--- config.mk ---
export PLATFORM = sky130hd
export DESIGN_NAME = mem_lsq_wb
export DESIGN_NICKNAME = d
export VERILOG_FILES = /design/src/rtl/mem_lsq_wb.sv
export SDC_FILE = /design/constraint.sdc
export NUM_CORES = 1
export LEC_CHECK = 0
export BUFFER_PORTS_ARGS = -buffer_cell sky130_fd_sc_hd__buf_2
export CORE_UTILIZATION = 30
export CTS_CLUSTER_SIZE = 28
export DETAILED_ROUTE_END_ITERATION = 6
export GPL_TIMING_DRIVEN = 0
export RECOVER_POWER = 100
export SETUP_SLACK_MARGIN = 0.1
export SLEW_MARGIN = 40
export SYNTH_ARGS = -nofsm -noshare
export SYNTH_HDL_FRONTEND = slang
export SYNTH_SLANG_ARGS = --single-unit
--- constraint.sdc ---
create_clock -name clk -period 11.63 [get_ports clk]
set_clock_uncertainty 0.2 [all_clocks]
set_input_delay 1.7445 -clock clk [delete_from_list [all_inputs] [get_ports clk]]
set_output_delay 1.7445 -clock clk [all_outputs]
set_load 0.02 [all_outputs]
--- src/rtl/mem_lsq_wb.sv ---
// In-order memory-stage retire queue. Holds up to DEPTH instructions between EX and WB,
// binds in-order dcache load responses to the oldest waiting load, applies load
// alignment/LWL/LWR merge and presents the head entry to WB. Loads flushed while still
// waiting are tracked in drop_q so their late responses are discarded.
// Optional feature macro: MEM_LSQ_ALIGN_EXC_EN (misaligned LH/LHU/LW raise wb_adel_o).
module mem_lsq_wb #(
  parameter int unsigned DEPTH   = 4,
  parameter int unsigned MEMOP_W = 10
) (
  input  logic               clk,
  input  logic               rst_n,
  input  logic               in_valid_i,
  output logic               in_ready_o,
  input  logic [31:0]        in_inst_i,
  input  logic [31:0]        in_pc_i,
  input  logic [MEMOP_W-1:0] in_memop_i,
  input  logic               in_load_i,
  input  logic [1:0]         in_addrlo_i,
  input  logic [4:0]         in_waddr_i,
  input  logic [31:0]        in_wdata_i,
  input  logic [3:0]         in_wren_i,
  input  logic               in_c0ren_i,
  input  logic [31:0]        in_c0data_i,
  input  logic               flush_i,
  input  logic               dc_rvalid_i,
  input  logic [31:0]        dc_rdata_i,
  output logic               wb_valid_o,
  input  logic               wb_ready_i,
  output logic [31:0]        wb_inst_o,
  output logic [31:0]        wb_pc_o,
  output logic [4:0]         wb_waddr_o,
  output logic [31:0]        wb_wdata_o,
  output logic [3:0]         wb_wren_o,
  output logic [31:0]        bp_wdata_o,
  output logic               bp_nofwd_o,
  output logic               stall_o
`ifdef MEM_LSQ_ALIGN_EXC_EN
  ,
  output logic               wb_adel_o
`endif
);

  localparam int unsigned PtrW = (DEPTH > 1) ? $clog2(DEPTH) : 1;
  localparam int unsigned CntW = PtrW + 1;
  localparam int unsigned SumW = CntW + 1;
  localparam logic [SumW-1:0] DepthS = SumW'(DEPTH);

  typedef enum logic [1:0] {StEmpty, StWait, StDone} ent_st_e;

  // Compressed memop: [0]LB [1]LBU [2]LH [3]LHU [4]LW [5]LWL [6]LWR
  ent_st_e     st_q     [DEPTH];
  logic [31:0] inst_q   [DEPTH];
  logic [31:0] pc_q     [DEPTH];
  logic [31:0] res_q    [DEPTH];  // old rt while waiting, final result once done
  logic [4:0]  waddr_q  [DEPTH];
  logic [3:0]  wren_q   [DEPTH];
  logic [6:0]  op_q     [DEPTH];
  logic [1:0]  addrlo_q [DEPTH];
`ifdef MEM_LSQ_ALIGN_EXC_EN
  logic        adel_q   [DEPTH];
`endif

  logic [PtrW-1:0] head_q, tail_q, young_idx, wait_idx, scan_idx;
  logic [CntW-1:0] count_q, count_d, drop_q, drop_d, n_wait;
  logic            wait_found, head_done, head_wait;
  logic            enq, ret, rsp_drop, rsp_bind;
  logic [6:0]      enq_op;
  logic [3:0]      enq_wren;
  logic [4:0]      enq_waddr;
  logic [31:0]     enq_res, bind_res;
  logic            enq_adel;
  ent_st_e         enq_st;
  logic            unused_memop;

  assign unused_memop = ^in_memop_i[7:5];

  function automatic logic [31:0] align_load(logic [6:0] op, logic [1:0] a, logic [31:0] d,
                                             logic [31:0] old, logic [3:0] wren);
    logic [7:0]  b;
    logic [15:0] h;
    logic [31:0] r;
    b = d[{a, 3'b000} +: 8];
    h = a[1] ? d[31:16] : d[15:0];
    r = d;
    if (op[0])      r = {{24{b[7]}}, b};
    else if (op[1]) r = {24'h0, b};
    else if (op[2]) r = {{16{h[15]}}, h};
    else if (op[3]) r = {16'h0, h};
    else if (op[4]) r = d;
    else if (op[5]) r = d << {~a, 3'b000};
    else if (op[6]) r = d >> {a, 3'b000};
    // Partial-word loads keep the unwritten bytes of the old register value
    if (op[5] || op[6]) begin
      for (int i = 0; i < 4; i++) begin
        if (!wren[i]) r[8*i +: 8] = old[8*i +: 8];
      end
    end
    return r;
  endfunction

  // Decode the incoming instruction into its entry fields
  always_comb begin
    enq_op    = {in_memop_i[9], in_memop_i[8], in_memop_i[4:0]};
    enq_wren  = in_wren_i;
    enq_waddr = in_waddr_i;
    enq_adel  = 1'b0;
    if (in_load_i && in_memop_i[8]) enq_wren = 4'hF << ~in_addrlo_i;
    else if (in_load_i && in_memop_i[9]) enq_wren = 4'hF >> in_addrlo_i;
`ifdef MEM_LSQ_ALIGN_EXC_EN
    enq_adel = in_load_i &&
               (((in_memop_i[2] || in_memop_i[3]) && in_addrlo_i[0]) ||
                (in_memop_i[4] && (in_addrlo_i != 2'b00)));
    if (enq_adel) begin
      enq_wren  = 4'h0;
      enq_waddr = 5'd0;
    end
`endif
    enq_st  = (in_load_i && !enq_adel) ? StWait : StDone;
    enq_res = (!in_load_i && in_c0ren_i) ? in_c0data_i : in_wdata_i;
  end

  // Locate the oldest waiting load (response target) and count waiting loads
  always_comb begin
    wait_found = 1'b0;
    wait_idx   = head_q;
    scan_idx   = head_q;
    n_wait     = '0;
    for (int i = 0; i < DEPTH; i++) begin
      scan_idx = head_q + PtrW'(i);
      if (st_q[scan_idx] == StWait) begin
        n_wait = n_wait + CntW'(1);
        if (!wait_found) begin
          wait_found = 1'b1;
          wait_idx   = scan_idx;
        end
      end
    end
  end

  // Handshakes, response routing and occupancy next-state
  always_comb begin
    in_ready_o = ({1'b0, count_q} + {1'b0, drop_q}) < DepthS;
    head_done  = (st_q[head_q] == StDone);
    head_wait  = (st_q[head_q] == StWait);
    enq        = in_valid_i && in_ready_o && !flush_i;
    ret        = head_done && wb_ready_i && !flush_i;
    rsp_drop   = dc_rvalid_i && (drop_q != '0);
    rsp_bind   = dc_rvalid_i && (drop_q == '0) && wait_found && !flush_i;
    // On flush a same-cycle response belongs to an already-flushed load if any exists
    if (flush_i) begin
      drop_d = drop_q + n_wait - CntW'(dc_rvalid_i && ((drop_q != '0) || wait_found));
    end else begin
      drop_d = drop_q - CntW'(rsp_drop);
    end
    count_d  = count_q + CntW'(enq) - CntW'(ret);
    bind_res = align_load(op_q[wait_idx], addrlo_q[wait_idx], dc_rdata_i, res_q[wait_idx],
                          wren_q[wait_idx]);
  end

  // Head fields to WB and youngest-entry bypass
  always_comb begin
    young_idx  = tail_q - PtrW'(1);
    wb_valid_o = head_done;
    wb_inst_o  = head_done ? inst_q[head_q]  : '0;
    wb_pc_o    = head_done ? pc_q[head_q]    : '0;
    wb_waddr_o = head_done ? waddr_q[head_q] : '0;
    wb_wdata_o = head_done ? res_q[head_q]   : '0;
    wb_wren_o  = head_done ? wren_q[head_q]  : '0;
`ifdef MEM_LSQ_ALIGN_EXC_EN
    wb_adel_o  = head_done && adel_q[head_q];
`endif
    bp_nofwd_o = (count_q != '0) && (st_q[young_idx] == StWait);
    bp_wdata_o = (count_q != '0) ? res_q[young_idx] : '0;
    stall_o    = !in_ready_o || head_wait;
  end

  // Pointers, occupancy, drop counter and per-entry state
  always_ff @(posedge clk) begin
    if (!rst_n) begin
      head_q  <= '0;
      tail_q  <= '0;
      count_q <= '0;
      drop_q  <= '0;
      for (int i = 0; i < DEPTH; i++) st_q[i] <= StEmpty;
    end else if (flush_i) begin
      head_q  <= '0;
      tail_q  <= '0;
      count_q <= '0;
      drop_q  <= drop_d;
      for (int i = 0; i < DEPTH; i++) st_q[i] <= StEmpty;
    end else begin
      if (enq) begin
        st_q[tail_q] <= enq_st;
        tail_q       <= tail_q + PtrW'(1);
      end
      if (rsp_bind) st_q[wait_idx] <= StDone;
      if (ret) begin
        st_q[head_q] <= StEmpty;
        head_q       <= head_q + PtrW'(1);
      end
      count_q <= count_d;
      drop_q  <= drop_d;
    end
  end

  // Entry payload; validity is carried by st_q so no reset is needed here
  always_ff @(posedge clk) begin
    if (enq) begin
      inst_q[tail_q]   <= in_inst_i;
      pc_q[tail_q]     <= in_pc_i;
      res_q[tail_q]    <= enq_res;
      waddr_q[tail_q]  <= enq_waddr;
      wren_q[tail_q]   <= enq_wren;
      op_q[tail_q]     <= enq_op;
      addrlo_q[tail_q] <= in_addrlo_i;
`ifdef MEM_LSQ_ALIGN_EXC_EN
      adel_q[tail_q]   <= enq_adel;
`endif
    end
    if (rsp_bind) res_q[wait_idx] <= bind_res;
  end

`ifndef SYNTHESIS
  // A response with no waiting load and nothing to drop means dcache and queue disagree
  a_stray_rsp : assert property (@(posedge clk) disable iff (!rst_n)
                                 dc_rvalid_i |-> ((drop_q != '0) || wait_found));
`endif

endmodule

==> impl_metrics.tcl, run 1 <==
set metrics [dict create \
    status "complete, but fails checks" \
    violations "DRC, capacitance limit, slew limit" \
    cts_tree "built" \
    num_rows 103 \
    cp_max_fo 10 \
    drive_gt1_frac 0.228 \
    whs_ns 0.306 \
    fp.dieArea_um2 81400 \
    first_pass_iters 7 \
    viasPerCell 5.24 \
    irDropWorstVdd_mv 0.120 \
    timing.setup.tns_ns 0 \
    timing.final.crit_share 0.718 \
    insertion_delay_ns 0.59 \
    critPathKind "reg -> reg" \
    grt_pass1_wl_mm 110 \
    place_ws_ns 4.90 \
    post-route-util 0.361 \
    first_global_vias 16600 \
    cap_viol_max_count 6 \
    grt_usage 0.181 \
    cp.required_ns 11.72 \
    numCtsBuffers 54 \
    hold_viol 0 \
    setup_slack_ns 3.28 \
    cts-hold-fix-buffers 0 \
    ys.warnings.count 0 \
    drc 1 \
    synth.area.mux_share 0.196 \
    port_buffers 325 \
    synth_top_area_cell "edfxtp_1" \
    cts_resized 0 \
    antenna_found_initial 15 \
    synth_most_common_cell "edfxtp_1" \
    power_density_nw_per_um2 151 \
    antennaDiodeCount 0 \
    finalWirelength_mm 74.9 \
    place_congestion 0.891 \
    rsz0062_at_grt "no" \
    tightest_slew_ns 4.24 \
    hold_depth 2 \
    initial_core_util 0.304 \
    async_flop_share 0 \
    globalRouteOverflowTotal 0 \
    synth.yosys.seq_area_share 0.585 \
    synth_xor_area_frac 0.00473 \
    netlist.area_leader.share 0.568 \
    setup_violations 0 \
    core_um2 79300 \
    syn-num-nets 1786 \
    pin_count 330 \
    cp-start-kind "register" \
    synth-main-ff-cell "edfxtp_1" \
    dpl.hpwl_mm 54.8 \
    drtIter0Drc 1542 \
    ys_ff_latch 476 \
    chipHeight_um 285 \
    synth_cell_types 77 \
    path_clk_slew_ns 0.06 \
    final_antenna_net_count 0 \
    end_kind "register" \
    cts_setup_buffers 0 \
    final_net_count 2181 \
    synth_adder_area_share 0.0121 \
    root_buffer "clkbuf_16" \
    vias 16100 \
    syn_inst 1575 \
    synth_top_family_by_area "multiplexers" \
    synthTopCellsByCount "edfxtp_1, nor2b_1, mux4_2, mux2i_1, nor2_1" \
    wl_per_cell_um 24.5 \
    synth-edff-count 456 \
    slew_violations 283 \
    n_fill_cell 7682 \
    syn_to_final_growth_pct 18.9 \
    synth_compound_area_frac 0.0962 \
    slew_headroom -1.83 \
    dieWidth_um 285 \
    cts_buffer_depth 3 \
    max_freq_mhz 120 \
    synthTopCellsByArea "edfxtp_1, mux4_2, mux2i_1" \
    arrival_ns 8.44 \
    synth_simple_gate_area_frac 0.0847 \
    period_minus_slack_ns 8.35 \
    synth_area_per_cell_um2 15.3 \
    p_leak_nw 9.16 \
    clock-sinks 476 \
    grt_max_degree 63 \
    p_total_mw 4.34 \
    netlist_area_um2 24100 \
    htree_levels 2 \
    min_path_type "reg -> reg" \
    r2r_cells 19 \
]
## final timing paths
kind	from	endpoint	slack [ns]
worst max-delay path	head_q[0]$_SDFFE_PP0P_	res_q[3][6]$_DFFE_PP_	3.28
worst min-delay path	tail_q[1]$_SDFFE_PP0P_	tail_q[1]$_SDFFE_PP0P_	0.31
worst max register to register	head_q[0]$_SDFFE_PP0P_	res_q[3][6]$_DFFE_PP_	3.28
worst min register to register	tail_q[1]$_SDFFE_PP0P_	tail_q[1]$_SDFFE_PP0P_	0.31
## through the flow
| step | area, µm² | cells |
|---|---|---|
| CTS | 29100 | 3063 |
| floorplan | 24100 | 1575 |
| finish | 28600 | 3063 |
| detailed placement | 27300 | 2964 |
| global placement | 27000 | 2950 |
| global route | 28600 | 3063 |
## kinds of logic after synthesis
logic type	after synthesis
flops	476
simple gates	376
mux	288
compound gates	280
buf+inv	120
fa+ha+maj	22
xor+xnor	13
## area by class of cell
| cell class | count | area [µm²] | area share |
|---|---|---|---|
| Timing Repair Buffer | 339 | 1470 | 0.0513 |
| Buffer | 96 | 424 | 0.0148 |
| Inverter | 24 | 95.1 | 0.00332 |
| Clock buffer | 60 | 1370 | 0.0480 |
| Multi-Input combinational cell | 979 | 9470 | 0.331 |
| Clock inverter | 39 | 392 | 0.0137 |
| Sequential cell | 476 | 14100 | 0.492 |
| Tap cell | 1050 | 1310 | 0.0459 |
## cell usage in the layout (no fill, tap or decap), types with 19 or more instances in the layout
cell type	instances
mux2_2	29
o22ai_1	34
nand2_1	45
a211oi_1	29
a22oi_1	30
buf_2	125
ha_1	20
clkbuf_16	54
dfxtp_1	20
nand3_1	32
clkbuf_1	285
o211ai_1	19
nor2_1	89
nor2b_1	146
nand2b_1	26
mux4_2	140
a21oi_1	47
edfxtp_1	456
o21ai_0	28
mux2i_1	114
inv_1	20
## state kept, by name (all words and copies together), names as in the netlist, named ones only
register / count
tail_q: 2
addrlo_q: 8
res_q: 128
inst_q: 128
drop_q: 3
op_q: 28
head_q: 2
st_q: 8
waddr_q: 20
pc_q: 128
count_q: 3
wren_q: 16
## power by group
group | total, mW | switching [mW] | internal [mW]
registers | 1.99 | 0.0245 | 1.96
logic | 0.662 | 0.416 | 0.246
clock network | 1.69 | 0.700 | 0.989
## per-layer routing
layer / wire length [µm] / vias up / global-route usage
met5: 162 / - / 0
met4: 2470 / 26 / 0.0595
met3: 6720 / 135 / 0.0543
met2: 36200 / 710 / 0.301
met1: 29300 / 8055 / 0.223
li1: - / 7126 / -
## worst max-delay path, stage by stage (launching register included)
cell and delay (ns):
dfxtp_1 0.46, clkbuf_1 0.39, inv_1 0.27, ha_1 0.37, clkbuf_1 0.36, nor3_1 0.11, a31oi_1 0.21, inv_1 0.07
ha_1 0.18, clkbuf_1 0.21, o211a_1 0.16, a32o_1 0.21, a31oi_1 0.84, clkbuf_1 0.57, clkbuf_1 0.62, inv_1 0.53
o311ai_0 0.43, o21ai_0 0.60, o32ai_1 1.05, mux2i_1 0.18
Note: power is estimated with default switching activity, not from simulation.
==> run 2: changes to the inputs <==
==> constraint.sdc (replaced) <==
create_clock -name clk -period 7.9 [get_ports clk]
set_clock_uncertainty 0.2 [all_clocks]
set_input_delay 1.185 -clock clk [delete_from_list [all_inputs] [get_ports clk]]
set_output_delay 1.185 -clock clk [all_outputs]
set_load 0.02 [all_outputs]
==> impl_metrics.tcl, run 2 (synthesis results as in run 1) <==
set metrics [dict create \
    status "complete, but fails checks" \
    violations "capacitance limit, slew limit" \
    sw_frac_of_total 0.263 \
    end_kind "register" \
    vias 16100 \
    hp-start "tail_q[1]$_SDFFE_PP0P_" \
    critPathMostFrequentCell "clkbuf_1" \
    timing.final.crit_share 0.900 \
    dpl.hpwl_mm 54.8 \
    critical-path-top-delay-family "compound AO/OA/AOI/OAI gates" \
    power.switching_mw 1.68 \
    crit_chain "clkbuf_1 > mux4_2 > nand2b_1 > clkbuf_1 > ha_1 > clkbuf_1 > a221oi_1 > a31o_2 > a211oi_1 > mux2i_4 > mux2i_2 > o22ai_4 > buf_6 > a311oi_1 > a211oi_1" \
    r2r_slack_ns 0.79 \
    drtIter0Drc 1573 \
    cp.required_ns 8.01 \
    arrival_ns 7.22 \
    min_path_type "reg -> reg" \
    power_frac_comb 0.153 \
    fp.dieArea_um2 81400 \
    grt_max_degree 63 \
    rr_endpoint "res_q[3][12]$_DFFE_PP_" \
    clock-sinks 476 \
    cts-hold-fix-buffers 0 \
    hold_end "tail_q[1]$_SDFFE_PP0P_" \
    finalWirelength_mm 74.9 \
    cp-start-kind "register" \
    wl_per_cell_um 24.5 \
    antenna_found_initial 15 \
    cp_max_fo 10 \
    cts_buffer_depth 3 \
    dieWidth_um 285 \
    hold_viol 0 \
    place_congestion 0.891 \
    pin_count 330 \
    globalRouteOverflowTotal 0 \
    grt_usage 0.181 \
    p_leak_nw 9.18 \
    path_clk_slew_ns 0.06 \
    slew_headroom -1.05 \
    cts_setup_buffers 0 \
    chipHeight_um 285 \
    crit_slowest_cell "a211oi_1" \
    viasPerCell 5.26 \
    place_ws_ns 1.17 \
    cts_tree "built" \
    numCtsBuffers 54 \
    final_net_count 2181 \
    final_common_cell "edfxtp_1" \
    root_buffer "clkbuf_16" \
    htree_levels 2 \
    slowest_delay_ns 0.95 \
    final_antenna_net_count 0 \
    intPower_mw 4.71 \
    hold_depth 2 \
    power_density_nw_per_um2 223 \
    whs_ns 0.307 \
    cts_resized 0 \
    cap_viol_max_count 5 \
    setup_slack_ns 0.788 \
    reg.largest.list "inst_q (128), pc_q (128), res_q (128)" \
    slew_violations 273 \
    final_cell_mix "edfxtp_1, clkbuf_1, nor2b_1" \
    port_buffers 325 \
    r2r_cells 15 \
    max_freq_mhz 141 \
    drive_gt1_frac 0.233 \
    first_pass_iters 6 \
    syn_to_final_growth_pct 19.0 \
    pwr-share-seq 0.458 \
    core_um2 79300 \
    crit_buf_inv 4 \
    grt_pass1_wl_mm 110 \
    p_clk_frac 0.389 \
    first_global_vias 16600 \
    num_rows 103 \
    setup_violations 0 \
    period_minus_slack_ns 7.11 \
    irDropWorstVdd_mv 0.177 \
    insertion_delay_ns 0.59 \
    initial_core_util 0.304 \
    critPathKind "reg -> reg" \
    tightest_slew_ns 3.05 \
    rsz0062_at_grt "no" \
    drc 0 \
]
[run 2: cell count changes in the layout (fill, tap and decap cells not counted), moves of 2 or more]
cell      change
clkbuf_1      -6
buf_6         +2
clkbuf_2      +4
o21ai_0       -5
o21ai_2       +5
[run 2: stage by stage]
step | total power [mW] | TNS (ns) | std cells | utilization | cell area (µm²)
final | 6.39 | 0 | 3064 | 0.362 | 28700
after global routing | 6.62 | 0 | 3063 | 0.362 | 28700
after CTS | 6.47 | 0 | 3063 | 0.367 | 29100
after detailed placement | 3.98 | 0 | 2964 | 0.345 | 27300
after global placement | 3.95 | -6.48 | 2950 | 0.341 | 27000
after floorplan | 3.61 | 0 | 1575 | - | 24100
[run 2: worst max path at each step]
| stage | endpoint | slack (ns) | cells after the start |
|---|---|---|---|
| after CTS | res_q[3][3]$_DFFE_PP_ | 1.15 | 20 |
| after global placement | res_q[0][2]$_DFFE_PP_ | -0.23 | 9 |
| after global routing | res_q[1][16]$_DFFE_PP_ | 0.31 | 18 |
| after detailed placement | res_q[2][3]$_DFFE_PP_ | 1.17 | 20 |
| after floorplan | res_q[1][0]$_DFFE_PP_ | 2.82 | 9 |
| final | res_q[3][12]$_DFFE_PP_ | 0.79 | 15 |
[run 2: layout make-up]
type	count	area, µm²
Multi-Input combinational cell	979	9490
Tap cell	1050	1310
Inverter	24	95.1
Fill cell	7671	50600
Timing Repair Buffer	339	1480
Sequential cell	476	14100
Clock buffer	60	1370
Buffer	96	439
Clock inverter	39	392
Antenna cell	1	2.50
[run 2: worst min-delay path: stages, from the launching register on]
cell and delay [ns]:
dfxtp_1 0.34, nand2_1 0.06, a21oi_1 0.05
[run 2: layer usage]
metal / up-vias / track usage / wire length, µm
met2: 718 / 0.301 / 36100
li1: 7131 / - / -
met3: 138 / 0.0543 / 6520
met1: 8114 / 0.223 / 29600
met4: 26 / 0.0595 / 2470
met5: - / 0 / 162
[run 2: power groups by stage]
| stage | Sequential [mW] | Combinational [mW] | Clock (mW) |
|---|---|---|---|
| 2_1_floorplan | 2.96 | 0.644 | 0 |
| 3_3_place_gp | 2.98 | 0.977 | 0 |
| 3_5_place_dp | 2.97 | 1.00 | 0 |
| 4_1_cts | 2.92 | 1.01 | 2.54 |
| 5_1_grt | 2.93 | 1.05 | 2.63 |
| 6_report | 2.92 | 0.974 | 2.49 |
==> run 3: changes to the inputs <==
==> constraint.sdc (replaced) <==
create_clock -name clk -period 7.9 [get_ports clk]
set_clock_uncertainty 0.2 [all_clocks]
set_input_delay 1.185 -clock clk [delete_from_list [all_inputs] [get_ports clk]]
set_output_delay 1.185 -clock clk [all_outputs]
set_load 0.1 [all_outputs]
==> impl_metrics.tcl, run 3 (synthesis results as in run 1) <==
set metrics [dict create \
    tightest_slew_ns 3.06 \
    p_leak_nw 9.18 \
    final-seq-area_um2 14100 \
    final_cell_mix "edfxtp_1, clkbuf_1, nor2b_1" \
    cts_buffer_depth 3 \
    power_density_nw_per_um2 232 \
    drive_gt1_frac 0.233 \
    setup_violations 0 \
    multi_input_area_um2 9490 \
    antenna_found_initial 15 \
    final_common_cell "edfxtp_1" \
    cts_resized 0 \
    slew_violations 273 \
    num_rows 103 \
    period_minus_slack_ns 7.09 \
    final_net_count 2181 \
    first_pass_iters 7 \
    chipHeight_um 285 \
    port_buffers 325 \
    htree_levels 2 \
    max_freq_mhz 141 \
    critPathKind "reg -> reg" \
    rsz0062_at_grt "no" \
    first_global_vias 16600 \
    fin_cells 3064 \
    rr_endpoint "res_q[0][15]$_DFFE_PP_" \
    path_clk_slew_ns 0.06 \
    initial_core_util 0.304 \
    core_um2 79300 \
    final_antenna_net_count 0 \
    cp-start-kind "register" \
    grt_max_degree 63 \
    cts_tree "built" \
    cp.required_ns 8.00 \
    cap_viol_max_count 5 \
    syn_to_final_growth_pct 19.0 \
    violations "DRC, capacitance limit, slew limit" \
    finalWirelength_mm 75.0 \
    min_path_type "reg -> reg" \
    cts_setup_buffers 0 \
    end_kind "register" \
    dpl.hpwl_mm 54.8 \
    irDropWorstVdd_mv 0.185 \
    dieWidth_um 285 \
    grt_usage 0.181 \
    setup_slack_ns 0.808 \
    wl_per_cell_um 24.5 \
    viasPerCell 5.27 \
    vias 16100 \
    hold_depth 2 \
    reg.largest.list "inst_q (128), pc_q (128), res_q (128)" \
    status "complete, but fails checks" \
    pin_count 330 \
    hp-start "tail_q[1]$_SDFFE_PP0P_" \
    drc 2 \
    hold_viol 0 \
    globalRouteOverflowTotal 0 \
    n_fill_cell 7670 \
    place_congestion 0.891 \
    root_buffer "clkbuf_16" \
    clock-sinks 476 \
    fp.dieArea_um2 81400 \
    place_ws_ns 1.17 \
    slew_headroom -1.05 \
    r2r_cells 17 \
    hold_end "tail_q[1]$_SDFFE_PP0P_" \
    drtIter0Drc 1579 \
    numCtsBuffers 54 \
    dp.cells 2964 \
    r2r_slack_ns 0.81 \
    insertion_delay_ns 0.59 \
    grt_pass1_wl_mm 110 \
    timing.final.crit_share 0.898 \
    cp_max_fo 10 \
    r2r-start "head_q[0]$_SDFFE_PP0P_" \
    arrival_ns 7.19 \
    cts-hold-fix-buffers 0 \
]
run 3: final cells by class:
cell class,count,share of cell area
inverters,24,0.00332
flip-flops and latches,476,0.491
clock inverters,39,0.0137
repair buffers,339,0.0514
well taps,1050,0.0458
diodes,1,0.0000873
clock buffers,60,0.0479
plain buffers,96,0.0154
multi-input cells,979,0.331
run 3: how the worst max path moves through the flow:
| stage | from | endpoint | cells past startpoint |
|---|---|---|---|
| 2_1_floorplan | count_q[1]$_SDFF_PP0_ | res_q[1][0]$_DFFE_PP_ | 9 |
| 3_3_place_gp | count_q[1]$_SDFF_PP0_ | res_q[0][2]$_DFFE_PP_ | 9 |
| 3_5_place_dp | head_q[0]$_SDFFE_PP0P_ | res_q[2][3]$_DFFE_PP_ | 20 |
| 4_1_cts | head_q[0]$_SDFFE_PP0P_ | res_q[3][3]$_DFFE_PP_ | 20 |
| 5_1_grt | head_q[0]$_SDFFE_PP0P_ | res_q[1][16]$_DFFE_PP_ | 18 |
| 6_report | head_q[0]$_SDFFE_PP0P_ | res_q[0][15]$_DFFE_PP_ | 17 |
run 3: routing by layer:
metal  part of all wire  global-route usage  up-vias
met5             0.0022                   0        -
met4              0.034              0.0595       26
met3              0.090              0.0543      136
met2               0.48               0.301      734
met1               0.39               0.223     8118
li1                   -                   -     7135
run 3: worst max-delay path, cell delays in order (launching register included):
cell	delay, ns
dfxtp_1	0.46
clkbuf_1	0.39
inv_1	0.26
ha_1	0.37
clkbuf_1	0.23
nor3_1	0.23
a31oi_1	0.08
inv_1	0.09
ha_1	0.14
clkbuf_1	0.32
a221oi_1	0.15
a31o_2	0.25
a211oi_1	0.95
mux2i_4	0.60
mux2i_2	0.84
o221ai_1	0.44
nor2_1	0.66
a311oi_1	0.13
run 3: where the power goes:
part / switching, mW / internal (mW)
combinational: 0.870 / 0.359
clock: 1.03 / 1.46
sequential: 0.0362 / 2.89
run 3: stage by stage:
stage | power [mW] | TNS [ns] | hold slack [ns] | util | instance area [µm²]
2_1_floorplan | 3.86 | 0 | 0.269 | - | 24100
3_3_place_gp | 4.21 | -6.48 | 0.299 | 0.341 | 27000
3_5_place_dp | 4.23 | 0 | 0.302 | 0.345 | 27300
4_1_cts | 6.73 | 0 | 0.310 | 0.367 | 29100
5_1_grt | 6.87 | 0 | 0.375 | 0.362 | 28700
6_report | 6.64 | 0 | 0.307 | 0.362 | 28700
